$ cat src/rtl/piso_serializer.sv
// Parallel-in/serial-out serializer: loads one frame of MEMORY_WID words in a
// single handshake and streams it word 0 first over a valid/ready interface.
module piso_serializer #(
    parameter int unsigned DATA_WID   = 8,
    parameter int unsigned MEMORY_WID = 4
) (
    input  logic                           clk,
    input  logic                           rst,
    input  logic                           load_valid,
    output logic                           load_ready,
    input  logic [DATA_WID*MEMORY_WID-1:0] Data_in,
    output logic                           out_valid,
    input  logic                           out_ready,
    output logic [DATA_WID-1:0]            Data_out,
    output logic                           out_last,
    output logic                           busy
);

    localparam int unsigned FRAME_W  = DATA_WID * MEMORY_WID;
    localparam int unsigned IDX_W    = $clog2(MEMORY_WID);
    localparam int unsigned LAST_IDX = MEMORY_WID - 1;

    typedef enum logic {
        IDLE  = 1'b0,
        SHIFT = 1'b1
    } state_e;

    state_e             state_q;
    logic [IDX_W-1:0]   index_q;
    logic [FRAME_W-1:0] frame_q;

    logic at_last;
    logic beat;
    logic load_hs;

    // Handshake decode; a new frame may load on the cycle the final word leaves.
    always_comb begin
        at_last    = (index_q == IDX_W'(LAST_IDX));
        beat       = (state_q == SHIFT) && out_ready;
        load_ready = (state_q == IDLE) || (at_last && out_ready);
        load_hs    = load_valid && load_ready;
    end

    // Frame register shifts down one word per beat, so word[index] is always in
    // the low slice and the register drains to zero as the frame completes.
    always_ff @(posedge clk) begin
        if (rst) begin
            state_q <= IDLE;
            index_q <= '0;
            frame_q <= '0;
        end else begin
            case (state_q)
                IDLE: begin
                    if (load_hs) begin
                        frame_q <= Data_in;
                        index_q <= '0;
                        state_q <= SHIFT;
                    end
                end
                SHIFT: begin
                    if (beat) begin
                        if (at_last) begin
                            index_q <= '0;
                            if (load_hs) begin
                                frame_q <= Data_in;
                            end else begin
                                frame_q <= '0;
                                state_q <= IDLE;
                            end
                        end else begin
                            index_q <= index_q + IDX_W'(1);
                            frame_q <= frame_q >> DATA_WID;
                        end
                    end
                end
                default: begin
                    state_q <= IDLE;
                    index_q <= '0;
                    frame_q <= '0;
                end
            endcase
        end
    end

    assign out_valid = (state_q == SHIFT);
    assign busy      = (state_q == SHIFT);
    assign out_last  = (state_q == SHIFT) && at_last;
    assign Data_out  = frame_q[DATA_WID-1:0];

endmodule

$ cat config.mk
export PLATFORM = sky130hd
export DESIGN_NAME = piso_serializer
export DESIGN_NICKNAME = d
export VERILOG_FILES = /design/src/rtl/piso_serializer.sv
export SDC_FILE = /design/constraint.sdc
export NUM_CORES = 1
export LEC_CHECK = 0
export BUFFER_PORTS_ARGS = -buffer_cell sky130_fd_sc_hd__buf_2
export CAP_MARGIN = 20
export CORE_UTILIZATION = 25
export DETAILED_ROUTE_END_ITERATION = 7
export PLACE_DENSITY = 0.49
export SYNTH_ARGS = -nofsm -noshare
export SYNTH_HDL_FRONTEND = slang
export SYNTH_SLANG_ARGS = --single-unit
$ cat constraint.sdc
create_clock -name clk -period 4.25 [get_ports clk]
set_input_delay 0.2125 -clock clk [delete_from_list [all_inputs] [get_ports clk]]
set_output_delay 0.2125 -clock clk [all_outputs]
set_load 0.02 [all_outputs]
==> metrics.txt <==
post-synth top area cell=dfxtp_1; Die Ht=88.8 um; Total Wirelength=about 4500 um; via count=1491; post-detailed-route wirelength per cell=14.4 um; routability congestion estimate=0.676; type of origin of the critical path=flop; Critical Path AT=2.12 ns; initial DRC count=82; CTS Hold Bufs=0; Final Setup Violations=0; GRT Total Usage=12.1%; area of the core=7250 um2; maxcap violations=0; FILL cells=between 700 and 800; Min-Delay Path Class=primary input to flop; Synth Instances=183; FP Rows=31; max incr delay on CP=0.87 ns; VDD IR max=approximately 0.000095 V; DR pass1 iterations=4; CTS Root Buffer Type=clkbuf_8; post-synthesis cell type count=26; Die Footprint=about 7900 um2; top-area cell type share of the netlist area=37.2%; CP required=4.45 ns; synthesis warning total=0; CTS Sinks=35; first-pass GRT wire length=7140 um; Hold Vio Cnt, Final=0; FMAX=around 520 MHz; # IOs=48; Storage cell area=701 um2; Hold WS=0.140 ns; Post-synth ARST share=0%; CP endpoint kind=flop; cell area after layout=2180 um2; register bit total from synthesis=35; RSZ-0062 raised after global routing=false; Seq/Total Area, Yosys=a little under two fifths; Die Span X=88.8 um; footprint of the multi-input gates=roughly 980 um2; Max FO, Critical Path=25; Post-CTS Setup Bufs=0; initial antenna violation count=0; total CTS buffers=5; Clock Skew=0.00589 ns; Worst Path Class, Setup=flop to flop; Rel. slew slack=27.3%; Post-CTS Resized=0; Final period util=45.0%; DRC viols=0; area of the mapped netlist=between 1500 and 2000 um2; Synthesized Nets=220; Post-synth top cells=nor2_1, dfxtp_1, nor4_2; Post-synth top flop=dfxtp_1; Routed Antenna Nets=0; vias per cell=roughly 4.7; fin nets=251; H-tree Lvls=2; Pwr Density=356 nW/um2; min cycle time layout=1.91 ns; Tot Pwr=around 780 uW; Final TNS setup=0 ns; Final Max Slew Viols=0; Clock Path Buffers=2; Area after DPL=2080 um2; Leak Pwr=about 0.9 nW; Layout Area Growth over Synthesis=15.9%; CP top delay family=simple AND/OR/NAND/NOR gates; Tightest Pin Transition=1.09 ns; CTS tree=yes; largest net degree at the start of global routing=30; count leader, synth=nor2_1; Detailed Place HPWL=2920 um; Avg Cell Area, Syn=about 10 um2; Post-synth EDFFs=0; CP Cell Sequence=nand2b_1 -> a21oi_1 -> nor4_2; Worst-Skew Late Latency=0.29 ns; Worst path slowest cell=nand2b_1; layout cells sized above 1=about 47%; CTS clk-pin slew, worst paths=0.07 ns; Port Buffers=47; total gr overflow=0; Bufs and invs on worst path=0; run status=finished, final reports clean; Antenna Cells=0; number of global-route vias before repair=1409; main area contributors after synthesis=dfxtp_1, a221oi_2, nor4_2, nor2_1, buf_4; Initial Utilization=26.0%
power breakdown:
group / switching [mW] / total [mW] / leakage, nW / internal [mW]
Combinational: 0.0794 / 0.136 / 0.557 / 0.0567
Sequential: 0.0172 / 0.372 / 0.290 / 0.355
Clock: 0.120 / 0.268 / 0.0515 / 0.148
cell usage in the layout, fill, tap and decap left out, drive strengths merged:
| cell type | count |
|---|---|
| a211oi | 1 |
| a21boi | 1 |
| a21oi | 2 |
| a221oi | 23 |
| a22o | 8 |
| and2 | 2 |
| buf | 49 |
| clkbuf | 8 |
| dfxtp | 35 |
| ha | 1 |
| inv | 2 |
| mux2 | 2 |
| nand2 | 1 |
| nand2b | 1 |
| nand3 | 3 |
| nor2 | 51 |
| nor3b | 1 |
| nor4 | 24 |
stage by stage:
step	std cells	utilization (%)	setup slack, ns
2_1_floorplan	183	-	2.83
3_3_place_gp	305	28.3	2.23
3_5_place_dp	306	28.7	2.31
4_1_cts	314	30.1	2.29
5_1_grt	314	30.1	2.18
6_report	314	30.1	2.34
routing by layer:
metal / up-vias / part of all wire [%] / GRT usage, % / routed length, um
met5: - / 0 / 0 / 0
met3: 7 / 6.1 / 4.29 / 275
li1: 735 / - / - / -
met1: 713 / 48 / 15.7 / 2180
met4: 0 / 1.1 / 4.40 / 48
met2: 36 / 44 / 18.5 / 2010
worst register-to-register path: stages (launching register included):
cell	delay [ns]
dfxtp_1	0.48
nand2b_1	0.88
a21oi_1	0.23
nor4_2	0.25
kinds of logic (layout without fill, tap and decap cells):
group	count (synthesis)	in the layout	synth area share [%]
AOI/OAI and AO/OA	35	35	22.3
adders and majority gates	1	1	0.664
buffers and inverters	27	59	10.7
DFF	35	35	37.2
muxes	2	2	1.40
and+or+nand+nor	83	83	27.8
final timing paths:
kind,depth (start not counted),startpoint,slack [ns],endpoint
hold reg to reg,2,index_q[1]$_SDFFE_PP0P_,0.48,index_q[1]$_SDFFE_PP0P_
setup / recovery,3,busy$_SDFF_PP0_,2.34,frame_q[21]$_SDFFE_PP0P_
setup reg to reg,3,busy$_SDFF_PP0_,2.34,frame_q[21]$_SDFFE_PP0P_
hold / removal,2,Data_in[27],0.14,frame_q[27]$_SDFFE_PP0P_
sequential cells by signal (all words and copies together) (netlist names):
signal and count:
busy 1, frame_q 32, index_q 2
final cells by class:
type,instances,area share [%]
multi-input cells,121,44.9
flip-flops and latches,35,32.1
repair buffers,49,12.4
well taps,99,5.67
clock buffers,8,4.58
inverters,2,0.344
Power figures use the tool's default switching activity.
